File: src/rtl/mux_seq_mac_pkg.sv
// Shared constants, FSM encoding and saturation limits for the sequencing MAC.
// The activation stage uses the same limits.
package mux_seq_mac_pkg;

  localparam int DWIDTH = 32;
  localparam int IWIDTH = 16;
  localparam int SELW   = 4;
  localparam int NTAPS  = 1 << SELW;

  localparam logic signed [DWIDTH-1:0] SAT_MAX = {1'b0, {(DWIDTH-1){1'b1}}};
  localparam logic signed [DWIDTH-1:0] SAT_MIN = {1'b1, {(DWIDTH-1){1'b0}}};

  typedef enum logic [1:0] {
    S_IDLE  = 2'd0,
    S_RUN   = 2'd1,
    S_DRAIN = 2'd2
  } state_t;

endpackage

File: src/rtl/mux_seq_mac_sat_add.sv
// Combinational signed add that clamps to the DWIDTH-bit two's complement range.
// The sum is formed one bit wider, so a sign mismatch in the top two bits means overflow.
module sat_add_signed #(
  parameter int DWIDTH = 32
) (
  input  logic [DWIDTH-1:0] a,
  input  logic [DWIDTH-1:0] b,
  output logic [DWIDTH-1:0] y
);

  logic [DWIDTH:0] sum;

  assign sum = {a[DWIDTH-1], a} + {b[DWIDTH-1], b};

  always_comb begin
    y = sum[DWIDTH-1:0];
    if (sum[DWIDTH] != sum[DWIDTH-1]) begin
      y = sum[DWIDTH] ? {1'b1, {(DWIDTH-1){1'b0}}} : {1'b0, {(DWIDTH-1){1'b1}}};
    end
  end

endmodule

File: src/rtl/mux_seq_mac.sv
// Walks the selector tree through all taps, multiplies each sample by its weight and
// accumulates onto a bias with per-step saturation; one result per run.
module mux_seq_mac #(
  parameter int DWIDTH = 32,
  parameter int IWIDTH = 16,
  parameter int SELW   = 4
) (
  input  logic              clk,
  input  logic              rst_n,
  input  logic              start,
  input  logic [DWIDTH-1:0] bias,
  output logic [SELW-1:0]   sel,
  input  logic [IWIDTH-1:0] mux_data,
  input  logic [IWIDTH-1:0] weight,
  output logic              busy,
  output logic              done,
  output logic [DWIDTH-1:0] result
);

  import mux_seq_mac_pkg::*;

  localparam logic [SELW-1:0] SEL_LAST = {SELW{1'b1}};

  state_t                     state;
  logic signed [DWIDTH-1:0]   acc;
  logic signed [2*IWIDTH-1:0] prod;
  logic                       pv;
  logic signed [2*IWIDTH-1:0] mul;
  logic signed [DWIDTH-1:0]   prod_ext;
  logic [DWIDTH-1:0]          acc_sum;

  assign mul      = $signed(mux_data) * $signed(weight);
  assign prod_ext = DWIDTH'(prod);

  // One saturating adder serves both the in-run accumulate and the final drain step.
  sat_add_signed #(.DWIDTH(DWIDTH)) u_sat_add (
    .a (acc),
    .b (prod_ext),
    .y (acc_sum)
  );

  always_ff @(posedge clk) begin
    if (!rst_n) begin
      state  <= S_IDLE;
      sel    <= '0;
      acc    <= '0;
      prod   <= '0;
      pv     <= 1'b0;
      result <= '0;
      done   <= 1'b0;
      busy   <= 1'b0;
    end else begin
      done <= 1'b0;
      case (state)
        S_IDLE: begin
          sel <= '0;
          if (start) begin
            acc   <= bias;
            pv    <= 1'b0;
            busy  <= 1'b1;
            state <= S_RUN;
          end
        end
        S_RUN: begin
          prod <= mul;
          pv   <= 1'b1;
          if (pv) acc <= acc_sum;
          if (sel == SEL_LAST) begin
            sel   <= '0;
            state <= S_DRAIN;
          end else begin
            sel <= sel + 1'b1;
          end
        end
        S_DRAIN: begin
          acc    <= acc_sum;
          result <= acc_sum;
          done   <= 1'b1;
          busy   <= 1'b0;
          pv     <= 1'b0;
          state  <= S_IDLE;
        end
        default: state <= S_IDLE;
      endcase
    end
  end

endmodule

File: config.mk
export PLATFORM = sky130hd
export DESIGN_NAME = mux_seq_mac
export DESIGN_NICKNAME = d
export VERILOG_FILES = /design/src/rtl/mux_seq_mac_pkg.sv /design/src/rtl/mux_seq_mac_sat_add.sv /design/src/rtl/mux_seq_mac.sv
export SDC_FILE = /design/constraint.sdc
export NUM_CORES = 1
export LEC_CHECK = 0
export ABC_AREA = 0
export BUFFER_PORTS_ARGS = -buffer_cell sky130_fd_sc_hd__buf_2
export CAP_MARGIN = 5
export CORE_ASPECT_RATIO = 0.6
export CORE_MARGIN = 2
export CORE_UTILIZATION = 40
export CTS_CLUSTER_DIAMETER = 30
export CTS_CLUSTER_SIZE = 10
export DETAILED_ROUTE_END_ITERATION = 7
export PLACE_DENSITY = 0.67
export SLEW_MARGIN = 15
export SYNTH_ARGS = -nofsm -noshare
export SYNTH_HDL_FRONTEND = slang
export SYNTH_SLANG_ARGS = --single-unit
File: constraint.sdc
create_clock -name clk -period 5.9 [get_ports clk]
set_input_delay 0.295 -clock clk [delete_from_list [all_inputs] [get_ports clk]]
set_output_delay 0.295 -clock clk [all_outputs]
set_load 0.05 [all_outputs]
# After elaboration in Yosys (flattened, before gate mapping)
# Index checks and enable logic that the tools add are counted.
# Widths: inputs -> output; s select.
[totals]
regBits = 105
latchBits = 0
ram_bits = 0
rom_bits = 0
input_bits = 67
output_inout_bits = 38
memories = 0
[classes]
addsub = 2
multipliers = 1
div = 0
order_cmp = 0
n_eq_ne = 7
shifts = 0
n_mux = 15
bitwise = 0
n_reduce_logical = 8
[ops]
columns = ["op", "count"]
rows = [
  ["$mux 32", 4],
  ["$pmux 32 s3", 1],
  ["$add 32x32->33", 1],
  ["$mul 16x16->32", 1],
  ["$pmux 4 s2", 1],
  ["$ne 2x2->1 const B", 3],
  ["$reduce_and 2->1", 3],
  ["$add 4x1->4 const B", 1],
  ["$eq 4x4->1 const B", 1],
  ["$mux 2", 2],
  ["$mux 4", 1],
  ["$pmux 2 s2", 1],
  ["$reduce_bool 2->1", 2],
  ["$mux 1", 3],
  ["$pmux 1 s3", 1],
  ["$reduce_and 3->1", 1],
  ["$reduce_bool 3->1", 1],
  ["$eq 2x1->1 const B", 1],
  ["$eq 2x2->1 const B", 1],
  ["$logic_not 2->1", 1],
  ["$pmux 1 s2", 1],
  ["$ne 1x1->1", 1],
]

# Logic depth before layout (Yosys ltp)
[logic_depth]
word_depth = 5
mapped_depth = 26
depth_no_buf = 24

# Hierarchy
# Synthesis repeated with hierarchy kept, for this count alone.
[unflattened]
hier_cells = 1812
hier_area_um2 = 16017.9
[by_module_without_submodules]
columns = ["module", "instances", "cells_per_inst", "area_per_inst_um2", "seq_area_each_um2"]
rows = [
  ["mux_seq_mac", 1, 1519, 13992.2, 2102.0],
  ["sat_add_signed", 1, 293, 2025.7, 0.0],
]

# Worst setup path before layout
# Ideal clock, no wire load.
[synth_timing]
path_kind = "input to register"
startpoint = "input port weight[7]"
endpoint = "register prod[30]"
setup_time_ns = 0.079
arrival_time_ns = 6.010
slack_ns = -0.189
stages = 24
cell_sequence = "clkbuf_1 nand2_1 fa_1 inv_1 fa_1 inv_1 fa_1 inv_1 fa_1 fa_1 inv_1 fa_1 inv_1 ha_1 clkbuf_1 a21o_1 a21oi_1 nor2b_1 a2111oi_0 nor2_1 or3_1 a21o_1 a311o_1 o211ai_1"
[synth_via]
elab_chain_len = 1
[synth_rtl]
columns = ["item", "line_no", "text"]
rows = [
  ["start: declaration", "mux_seq_mac.sv:14", "input logic [IWIDTH-1:0] weight,"],
  ["$mul 16x16->32", "mux_seq_mac.sv:32", "assign mul = $signed(mux_data) * $signed(weight);"],
  ["end signal: assignment", "mux_seq_mac.sv:65", "prod <= mul;"],
  ["end: declaration", "mux_seq_mac.sv:26", "logic signed [2*IWIDTH-1:0] prod;"],
]
# No other way between the ends.
# A chain may end at the register's enable or synchronous reset.

# Worst setup path after layout
[layout_timing]
startpoint = "input port weight[5]"
endpoint = "register prod[30]"
# Same word-level chain as after synthesis.

==> impl_metrics.json <==
{
  "floorplan.die.height_um": 160,
  "port-buffer-count": 104,
  "synth-seq-cells": 105,
  "die_area_um2": 42300,
  "place.gp.congestion": 0.968,
  "postSynth.topFlopCell": "sky130_fd_sc_hd__dfxtp_1",
  "final_ant_viol_nets": 0,
  "clock_tree_from_tritoncts": "built",
  "routed-via-count": 13587,
  "setup.reg_to_reg.worst_slack_ps": 1370,
  "grt_antenna_before_repair": 0,
  "synthesis.instances": 1886,
  "yosys_warnings": 0,
  "timing.slew.headroom": 0.283,
  "post_route_cells_drive_above_1_share": 0.137,
  "endpoint_kind": "flop",
  "htree_levels": 3,
  "clock_latency_ps": 370,
  "filler_cell_count_in_the_final_layout": 4029,
  "synth_seq_area_share": 0.130,
  "place.detailed.instances": 2557,
  "post_cts_buffers": 0,
  "totalWireLength_um": 44100,
  "ff2ff_path_depth": 12,
  "fin_setup_tns_ps": 0,
  "synth-edff-count": 0,
  "synth_top_area_frac": 0.324,
  "timing.critical_path.required_ps": 6190,
  "post_cts_hold_buffer_count": 0,
  "clk_transition_reported_paths_ps": 80,
  "worstHoldStart": "bias[6]",
  "effective_utilization_at_floorplan": 0.403,
  "clk_root_buffer_cell": "sky130_fd_sc_hd__clkbuf_16",
  "finalNetCount": 2486,
  "synth_common_cells": "328 x sky130_fd_sc_hd__inv_1, 263 x sky130_fd_sc_hd__fa_1, 169 x sky130_fd_sc_hd__nand2_1",
  "start_kind": "primary input",
  "dp_hpwl_um": 37200,
  "overflow": 0,
  "synth.avg_cell_area_um2": 8.60,
  "dr.pass1.iters": 5,
  "worstSetupPathType": "primary input to flop",
  "syn_to_final_growth_pct": 13.0,
  "grt_pass1_vias": 13666,
  "timing.rr.start": "acc[0]",
  "status": "completed",
  "hold_viol": 0,
  "routed_via_density": 5.28,
  "max_slew.worst_pin.slew_ps": 1070,
  "crit_arrival_ps": 5890,
  "worstSetupEndpoint": "prod[30]",
  "startpoint": "weight[5]",
  "drc_errors": 0,
  "chipWidth_um": 264,
  "finalNonFillerCells": 2573,
  "io-pin-count": 105,
  "crit_path_top_delay_cell": "sky130_fd_sc_hd__fa_2",
  "core_area_um2": 40200,
  "layout_worst_path_cycle_share": 0.950,
  "grt_util_all_layers": 0.215,
  "timing.critical_path.cells": "buf_2 > and2_1 > inv_1 > fa_1 > inv_1 > fa_2 > fa_1 > fa_1 > fa_1 > inv_1 > fa_1 > inv_1 > ha_1 > buf_4 > a21o_1 > a21oi_1 > nor2b_1 > o21ai_0 > nand2_1 > a21oi_1 > o21ai_0 > a311o_1 > o211ai_1",
  "grt_first_pass_wirelength_um": 72800,
  "grt_start_max_net_pins": 70,
  "drt_iter0_markers": 997,
  "synth_top_cells_by_area": "sky130_fd_sc_hd__fa_1 32%, sky130_fd_sc_hd__dfxtp_1 13%, sky130_fd_sc_hd__ha_1 9.2%",
  "synth_area_um2": 16200,
  "hold_path.class": "primary input to flop",
  "tritoncts.num_buffers": 9,
  "critPathMostFrequentCell": "sky130_fd_sc_hd__fa_1",
  "antenna_cell_count": 0,
  "most_common_cell_in_the_synthesized_netlist": "sky130_fd_sc_hd__inv_1",
  "yosysUniqueCellTypes": 76,
  "mappedNetlistNets": 2335,
  "final-setup-viol-count": 0,
  "count_of_clock_tree_sinks": 105,
  "drt-wirelength-per-cell_um": 17.1,
  "ys_async_sr_fraction": 0,
  "post-route-min-period_ps": 5610,
  "cts-root-to-sink-buffers": 2,
  "post_cts_resize_count": 0,
  "worst-path-max-fanout": 12,
  "finalClockSkew_ps": 13.6,
  "worstReg2RegEnd": "result[19]",
  "netlist.top_cell.by_area": "sky130_fd_sc_hd__fa_1",
  "slew_viol_final": 0,
  "core.rowCount": 57,
  "cap_viol_max_count": 0,
  "crit_path_max_incr_delay_ps": 640,
  "max_freq_mhz": 178
}
## registers in the layout, summed over array words and instances (netlist names)
signal	cells
done	1
state	2
busy	1
prod	32
pv	1
acc	32
result	32
sel	4
## cell usage in the layout, fill, tap and decap left out, drive strengths merged, types with 10 or more instances in the layout
master and count:
a211oi 11, a21o 36, a21oi 106, a2bb2oi 27, a31oi 32, and2 128, buf 224, clkbuf 12
dfxtp 105, fa 263, ha 119, inv 329, mux2i 16, nand2 170, nand2b 16, nand3 34
nor2 103, nor2b 10, nor3 19, o211ai 14, o21a 12, o21ai 84, or3 12, xnor2 40
xor2 12
## metrics by stage
stage / area [µm²] / hold slack (ps) / setup slack [ps] / utilization
6_report: 18300 / 192 / 294 / 0.456
5_1_grt: 18300 / 204 / -6.71 / 0.456
4_1_cts: 18300 / 182 / 212 / 0.455
3_5_place_dp: 18000 / 454 / -163 / 0.448
3_3_place_gp: 18000 / 453 / -128 / 0.448
2_1_floorplan: 16200 / 436 / 4.00 / -
## cell families (layout without fill, tap and decap cells)
logic type,Yosys count,count (layout),synth area share
multiplexers,16,16,0.00987
adder cells (fa/ha/maj),391,391,0.422
flip-flops,105,105,0.130
AO/OA/AOI/OAI,383,383,0.156
buffers and inverters,417,573,0.0973
XOR/XNOR,52,52,0.0281
AND/OR/NAND/NOR,522,522,0.157
## final cells by class
cell class | instances | area (µm²) | share of cell area
repair buffers | 227 | 1460 | 0.0798
well taps | 531 | 664 | 0.0362
flip-flops and latches | 105 | 2100 | 0.115
clock buffers | 9 | 225 | 0.0123
multi-input cells | 1364 | 12600 | 0.686
inverters | 330 | 1240 | 0.0675
clock inverters | 7 | 67.6 | 0.00368
## worst max-delay path, delay by kind of cell
kind                     cells  cell delay, ps
buffers and inverters        6             620
adder cells (fa/ha/maj)      7            3400
AO/OA/AOI/OAI                7            1190
AND/OR/NAND/NOR              3             370
## per-layer routing
layer	part of all wire	track usage	up-vias	wire length [µm]
li1	-	-	6417	-
met1	0.50	0.330	6766	21800
met2	0.42	0.313	372	18600
met3	0.069	0.0481	32	3040
met4	0.014	0.0356	0	625
met5	0	0	-	0
## worst min-delay path by stage
stage | depth (start not counted) | end
after floorplan | 2 | state[0]
after global placement | 2 | result[21]
after CTS | 3 | acc[6]
after detailed placement | 2 | result[25]
after global routing | 3 | acc[6]
final | 3 | acc[6]
Power is not shown: default switching activity piles up to over one toggle a cycle in this logic, so the estimate is an artifact.
